`src/rtl/cam_cfg_pkg.sv`:
```
// ---------------------------------------------------------------------------
// cam_cfg_pkg
// Shared definitions for the camera SCCB register-programming path:
//   - reg_entry_t    : one (sub-address, data) table entry
//   - SCCB_WR_ADDR   : default 8-bit SCCB device write address
//   - seq_state_e    : sequencer FSM state encoding
//   - cfg_entry()    : default OV-series initialisation table lookup
// ---------------------------------------------------------------------------
package cam_cfg_pkg;

    typedef struct packed {
        logic [7:0] sub_addr;
        logic [7:0] data;
    } reg_entry_t;

    localparam logic [7:0] SCCB_WR_ADDR = 8'hC0;

    localparam int unsigned CFG_TABLE_LEN = 8;

    typedef enum logic [3:0] {
        StIdle,
        StArm,
        StIssueWr,
        StWaitWr,
        StIssueRd,
        StWaitRd,
        StNext,
        StDone,
        StFail
    } seq_state_e;

    // Default OV-series table; indices past the end read as all-zero.
    function automatic reg_entry_t cfg_entry(input int unsigned idx);
        reg_entry_t e;
        case (idx)
            0:       e = '{sub_addr: 8'h11, data: 8'h04};
            1:       e = '{sub_addr: 8'h14, data: 8'h20};
            2:       e = '{sub_addr: 8'h39, data: 8'h40};
            3:       e = '{sub_addr: 8'h28, data: 8'hE0};
            4:       e = '{sub_addr: 8'h17, data: 8'h38};
            5:       e = '{sub_addr: 8'h18, data: 8'h6A};
            6:       e = '{sub_addr: 8'h19, data: 8'h03};
            7:       e = '{sub_addr: 8'h1A, data: 8'h35};
            default: e = '{sub_addr: 8'h00, data: 8'h00};
        endcase
        return e;
    endfunction

endpackage

```
`src/rtl/sccb_init_rom.sv`:
```
// ---------------------------------------------------------------------------
// sccb_init_rom
// Combinational register-table lookup. Swap this file to retarget a sensor.
// Ports:
//   i_idx   : table index
//   o_entry : (sub_addr, data) pair for i_idx; zero beyond NUM_REGS-1
// ---------------------------------------------------------------------------
module sccb_init_rom
    import cam_cfg_pkg::*;
#(
    parameter int unsigned NUM_REGS = 8
) (
    input  logic [$clog2(NUM_REGS):0] i_idx,
    output reg_entry_t                o_entry
);

    always_comb begin
        if (32'(i_idx) < NUM_REGS) begin
            o_entry = cfg_entry(32'(i_idx));
        end else begin
            o_entry = '0;
        end
    end

endmodule

```
`src/rtl/sccb_reg_sequencer.sv`:
```
// ---------------------------------------------------------------------------
// sccb_reg_sequencer
// Walks the init ROM on a start edge and issues one SCCB write per entry to
// the shared I2C master, with optional readback compare and per-entry retry.
// Ports:
//   clk, rst        : clock, asynchronous active-high reset
//   start           : rising edge begins a sequence (ignored while active)
//   ena, rw         : master request / direction (0 = write)
//   addr            : device address (DEV_ADDR once a transfer is issued)
//   sub_addr,data_wr: register sub-address and write data
//   data_rd, busy,  : master read data, busy flag, NACK flag
//   ack_err
//   active          : sequence in progress
//   done, error     : sticky completion / failure flags
//   err_idx         : table index that exhausted its retries
// ---------------------------------------------------------------------------
module sccb_reg_sequencer
    import cam_cfg_pkg::*;
#(
    parameter int unsigned NUM_REGS    = 8,
    parameter logic [7:0]  DEV_ADDR    = SCCB_WR_ADDR,
    parameter int unsigned MAX_RETRIES = 3,
    parameter bit          VERIFY      = 1'b0
) (
    input  logic                      clk,
    input  logic                      rst,
    input  logic                      start,
    output logic                      ena,
    output logic                      rw,
    output logic [7:0]                addr,
    output logic [7:0]                sub_addr,
    output logic [7:0]                data_wr,
    input  logic [7:0]                data_rd,
    input  logic                      busy,
    input  logic                      ack_err,
    output logic                      active,
    output logic                      done,
    output logic                      error,
    output logic [$clog2(NUM_REGS):0] err_idx
);

    localparam int unsigned IDX_W = $clog2(NUM_REGS) + 1;
    localparam int unsigned RTY_W = $clog2(MAX_RETRIES + 1) + 1;

    localparam logic [IDX_W-1:0] LAST_IDX  = IDX_W'(NUM_REGS - 1);
    localparam logic [RTY_W-1:0] RETRY_MAX = RTY_W'(MAX_RETRIES);

    seq_state_e       r_state, w_state_nxt;
    logic             r_prev_start;
    logic [IDX_W-1:0] r_idx, w_idx_nxt;
    logic [RTY_W-1:0] r_retry, w_retry_nxt;
    logic             r_ena, w_ena_nxt;
    logic             r_rw, w_rw_nxt;
    logic [7:0]       r_addr, w_addr_nxt;
    logic [7:0]       r_sub_addr, w_sub_addr_nxt;
    logic [7:0]       r_data_wr, w_data_wr_nxt;
    logic             r_active, w_active_nxt;
    logic             r_done, w_done_nxt;
    logic             r_error, w_error_nxt;
    logic [IDX_W-1:0] r_err_idx, w_err_idx_nxt;

    logic             w_start_edge;
    logic             w_fail;
    reg_entry_t       w_entry;

    sccb_init_rom #(
        .NUM_REGS (NUM_REGS)
    ) u_rom (
        .i_idx   (r_idx),
        .o_entry (w_entry)
    );

    assign w_start_edge = start & ~r_prev_start;

    always_ff @(posedge clk or posedge rst) begin
        if (rst) begin
            r_state      <= StIdle;
            r_prev_start <= 1'b0;
            r_idx        <= '0;
            r_retry      <= '0;
            r_ena        <= 1'b0;
            r_rw         <= 1'b0;
            r_addr       <= '0;
            r_sub_addr   <= '0;
            r_data_wr    <= '0;
            r_active     <= 1'b0;
            r_done       <= 1'b0;
            r_error      <= 1'b0;
            r_err_idx    <= '0;
        end else begin
            r_state      <= w_state_nxt;
            r_prev_start <= start;
            r_idx        <= w_idx_nxt;
            r_retry      <= w_retry_nxt;
            r_ena        <= w_ena_nxt;
            r_rw         <= w_rw_nxt;
            r_addr       <= w_addr_nxt;
            r_sub_addr   <= w_sub_addr_nxt;
            r_data_wr    <= w_data_wr_nxt;
            r_active     <= w_active_nxt;
            r_done       <= w_done_nxt;
            r_error      <= w_error_nxt;
            r_err_idx    <= w_err_idx_nxt;
        end
    end

    always_comb begin
        w_state_nxt    = r_state;
        w_idx_nxt      = r_idx;
        w_retry_nxt    = r_retry;
        w_ena_nxt      = r_ena;
        w_rw_nxt       = r_rw;
        w_addr_nxt     = r_addr;
        w_sub_addr_nxt = r_sub_addr;
        w_data_wr_nxt  = r_data_wr;
        w_done_nxt     = r_done;
        w_error_nxt    = r_error;
        w_err_idx_nxt  = r_err_idx;
        w_fail         = 1'b0;

        case (r_state)
            StIdle, StDone, StFail: begin
                w_ena_nxt = 1'b0;
                if (w_start_edge) begin
                    w_done_nxt    = 1'b0;
                    w_error_nxt   = 1'b0;
                    w_err_idx_nxt = '0;
                    w_idx_nxt     = '0;
                    w_retry_nxt   = '0;
                    w_state_nxt   = StArm;
                end
            end
            StArm: begin
                w_ena_nxt = 1'b0;
                // Never touch a master that is still finishing an earlier transfer.
                if (!busy) begin
                    w_ena_nxt      = 1'b1;
                    w_rw_nxt       = 1'b0;
                    w_addr_nxt     = DEV_ADDR;
                    w_sub_addr_nxt = w_entry.sub_addr;
                    w_data_wr_nxt  = w_entry.data;
                    w_state_nxt    = StIssueWr;
                end
            end
            StIssueWr: begin
                if (busy) begin
                    w_ena_nxt   = 1'b0;
                    w_state_nxt = StWaitWr;
                end
            end
            StWaitWr: begin
                if (!busy) begin
                    if (ack_err) begin
                        w_fail = 1'b1;
                    end else if (VERIFY) begin
                        w_ena_nxt   = 1'b1;
                        w_rw_nxt    = 1'b1;
                        w_state_nxt = StIssueRd;
                    end else begin
                        w_state_nxt = StNext;
                    end
                end
            end
            StIssueRd: begin
                if (busy) begin
                    w_ena_nxt   = 1'b0;
                    w_state_nxt = StWaitRd;
                end
            end
            StWaitRd: begin
                if (!busy) begin
                    if (ack_err || (data_rd != w_entry.data)) begin
                        w_fail = 1'b1;
                    end else begin
                        w_state_nxt = StNext;
                    end
                end
            end
            StNext: begin
                if (r_idx == LAST_IDX) begin
                    w_done_nxt  = 1'b1;
                    w_state_nxt = StDone;
                end else begin
                    w_idx_nxt   = r_idx + 1'b1;
                    w_retry_nxt = '0;
                    w_state_nxt = StArm;
                end
            end
            default: begin
                w_ena_nxt   = 1'b0;
                w_state_nxt = StIdle;
            end
        endcase

        // Shared NACK / readback-mismatch handling: retry same index or give up.
        if (w_fail) begin
            if (r_retry < RETRY_MAX) begin
                w_retry_nxt = r_retry + 1'b1;
                w_state_nxt = StArm;
            end else begin
                w_err_idx_nxt = r_idx;
                w_error_nxt   = 1'b1;
                w_state_nxt   = StFail;
            end
        end

        w_active_nxt = !((w_state_nxt == StIdle) || (w_state_nxt == StDone) ||
                         (w_state_nxt == StFail));
    end

    assign ena      = r_ena;
    assign rw       = r_rw;
    assign addr     = r_addr;
    assign sub_addr = r_sub_addr;
    assign data_wr  = r_data_wr;
    assign active   = r_active;
    assign done     = r_done;
    assign error    = r_error;
    assign err_idx  = r_err_idx;

endmodule

```
`config.mk`:
```
export PLATFORM = sky130hd
export DESIGN_NAME = sccb_reg_sequencer
export DESIGN_NICKNAME = d
export VERILOG_FILES = /design/src/rtl/cam_cfg_pkg.sv /design/src/rtl/sccb_init_rom.sv /design/src/rtl/sccb_reg_sequencer.sv
export SDC_FILE = /design/constraint.sdc
export NUM_CORES = 1
export LEC_CHECK = 0
export ABC_CLOCK_PERIOD_IN_PS = 2130
export CORE_ASPECT_RATIO = 1.25
export CORE_MARGIN = 5
export CORE_UTILIZATION = 40
export CTS_CLUSTER_DIAMETER = 50
export DETAILED_ROUTE_END_ITERATION = 7
export PLACE_DENSITY = 0.68
export SYNTH_ARGS = -nofsm -noshare
export SYNTH_HDL_FRONTEND = slang
export SYNTH_SLANG_ARGS = --single-unit
```
`constraint.sdc`:
```
create_clock -name clk -period 2.13 [get_ports clk]
set_input_delay 0.426 -clock clk [delete_from_list [all_inputs] [get_ports clk]]
set_output_delay 0.426 -clock clk [all_outputs]
set_load 0.1 [all_outputs]
```
==> reports/qor.txt, run 1 <==
status: finished with violations
failing checks: negative setup slack
Core Region: 5010 sq um
Max Transition Viols Final: 0
number of max-cap violations: 0
initial core utilization: 40.9%
Avg Inst Size Synth: 9.30 sq um
register area share after synthesis: 41.6%
Setup Viol. Count Final: 3
antenna violations before repair: 0
post-CTS setup repair buffer count: 0
largest net degree at the start of global routing: 35
Syn Inst Count: 220
H-Tree Depth: 2
Setup WS post-layout: -0.0353 ns
crit path max fanout: 7
Synth Register Bits: 34
reg2reg setup slack: -0.04 ns
GRT overflow: 0
port bufs: 36
die area: 6650 sq um
Syn. warnings: 0
vias in the first global route: 1669
clk_lat worst skew: 0.29 ns
commonest non-fill, non-tap cell in the layout: buf_4
vias: 1708
clock net sink count: 34
Max Clk Rate: 462 MHz
CTS tree: yes
DR vias/cell: 5.11
final hold slack: 0.483 ns
GPL Wtd Cong: 0.826
HPWL reported at the end of detailed placement: 3.47 mm
RSZ-0062 raised after global routing: yes
Min Clock Period, post-route: 2.17 ns
Pwr Density: 1600 nW/um^2
first-pass GRT wire length: 7.86 mm
Max Clock Skew: 0.0107 ns
synthesized area: 2050 sq um
most frequent cells in the layout: buf_4, nand2_1, dfrtp_1
drt drc: 0
nets@finish: 293
peak supply drop: 1.16 mV
Setup CP Type: reg -> reg
DR WL/cell: 14.1 microns
Critical Path End Type: register
gr usage total: 15.0%
ys flop type: dfrtp_1
num rows: 29
# IOs: 46
Layout Cells excl Fill: 334
dpl cells: 326
clock root buffer: clkbuf_8
Hold/Removal Path Class: reg -> reg
WP data required: 2.34 ns
number of detailed-route iterations in the first pass: 4
drt initial violations: 224
Leak: 1.26 nW
Clock Pin Slew Worst Setup and Hold Paths: 0.07 ns
setup TNS: -0.0591 ns
Die Ht: 90.0 microns
Post-CTS Hold Buffers: 0
Final ANT Viol Nets: 0
startpoint types: register
data arrival time of the critical path: 2.37 ns
DIE WIDTH: 74.0 microns
P&R area growth vs syn: 30.1%
final hold vios: 0
synth unique cells: 44
EDFF count, synth: 0
ys async rst share: 100%
fin crit share: 102%
share of layout cells above drive strength 1: 27.6%
Antenna Cells: 0
Post-Route WL: 4.72 mm
Clock Path Buffers: 2
CTS Buf Count: 5
==> per-stage QoR <==
step	util, %	area, sq um	setup WS [ns]	power (W)
finish	53.1	2660	-0.0353	0.00425
CTS	52.3	2620	-0.0527	0.00419
floorplan	-	2080	0.000261	0.00300
global placement	49.6	2480	-0.136	0.00358
global route	53.1	2660	-0.177	0.00451
detailed placement	49.6	2480	-0.224	0.00360
==> critical path, stage by stage, from the launching register on <==
cell and delay [ns]:
dfrtp_2 0.45, buf_6 0.15, ha_1 0.17, and2_4 0.16, o31ai_2 0.23, nand4_1 0.14
nand4b_4 0.25, a31oi_4 0.29, mux2i_1 0.24
==> final timing paths <==
check                               to   startpoint  cells past startpoint
hold / removal             sub_addr[3]  sub_addr[3]                      2
setup / recovery            err_idx[2]     r_idx[1]                      8
setup reg to reg            err_idx[2]     r_idx[1]                      8
max in group asynchronous     r_idx[1]          rst                      3
min in group asynchronous      addr[6]          rst                      3
hold reg to reg            sub_addr[3]  sub_addr[3]                      2
==> where the power goes <==
group | internal (W) | total (W) | switching [W]
clock network | 0.000326 | 0.000563 | 0.000236
logic | 0.000781 | 0.00259 | 0.00181
registers | 0.000857 | 0.00109 | 0.000232
total | 0.00196 | 0.00425 | 0.00228
==> logic make-up after synthesis <==
kind of cell             share of synthesized area (%)
other                                            0.183
buffers and inverters                             7.65
multiplexers                                      5.02
AND/OR/NAND/NOR                                   21.0
adder cells (fa/ha/maj)                           5.50
XOR/XNOR                                          1.71
flip-flops                                        41.6
AO/OA/AOI/OAI                                     17.3
==> routing by layer <==
metal / track usage [%] / up-vias / routed length [microns]
met5: 0 / - / 0
met4: 6.34 / 0 / 105
met3: 3.13 / 11 / 246
met2: 24.0 / 55 / 2220
met1: 19.2 / 795 / 2140
li1: - / 847 / -
==> repair_timing <==
item | in CTS | in global routing
pin swaps | 5 | 6
cloned | 0 | 0
resized for setup | 6 | 11
setup endpoints to repair | 10 | 11
==> area by class of cell <==
| class | count | area, sq um |
|---|---|---|
| clock buffers | 8 | 110 |
| fillers | 460 | 2350 |
| inverters | 9 | 33.8 |
| multi-input cells | 165 | 1130 |
| flip-flops and latches | 34 | 852 |
| well taps | 62 | 77.6 |
| repair buffers | 56 | 454 |
==> sequential cells by signal, indices dropped and copies added (netlist names), 3 cells and up <==
register and count:
err_idx 4, r_retry 3, r_state 4, r_idx 4
data_wr 8, sub_addr 5
==> synth_stat cells, drive strengths merged, types with 4 or more instances <==
| library cell | n | area [sq um] |
|---|---|---|
| o21ai | 15 | 75.1 |
| nand2b | 5 | 31.3 |
| or3 | 4 | 25.0 |
| o21a | 5 | 37.5 |
| dfrtp | 34 | 851 |
| o31ai | 9 | 67.6 |
| inv | 9 | 33.8 |
| ha | 9 | 113 |
| a31oi | 5 | 52.6 |
| a21oi | 8 | 51.3 |
| nand2 | 35 | 131 |
| clkbuf | 6 | 22.5 |
| nor2 | 15 | 56.3 |
| buf | 14 | 100 |
| mux2i | 8 | 80.1 |
| nor2b | 5 | 33.8 |
Power figures use the tool's default switching activity.
==> run 2: changes to the inputs <==
Settings changed: CTS_CLUSTER_DIAMETER 50 to 150.
==> results of run 2 <==
Same layout as run 1: the final DEF is identical, and so are final timing and power.
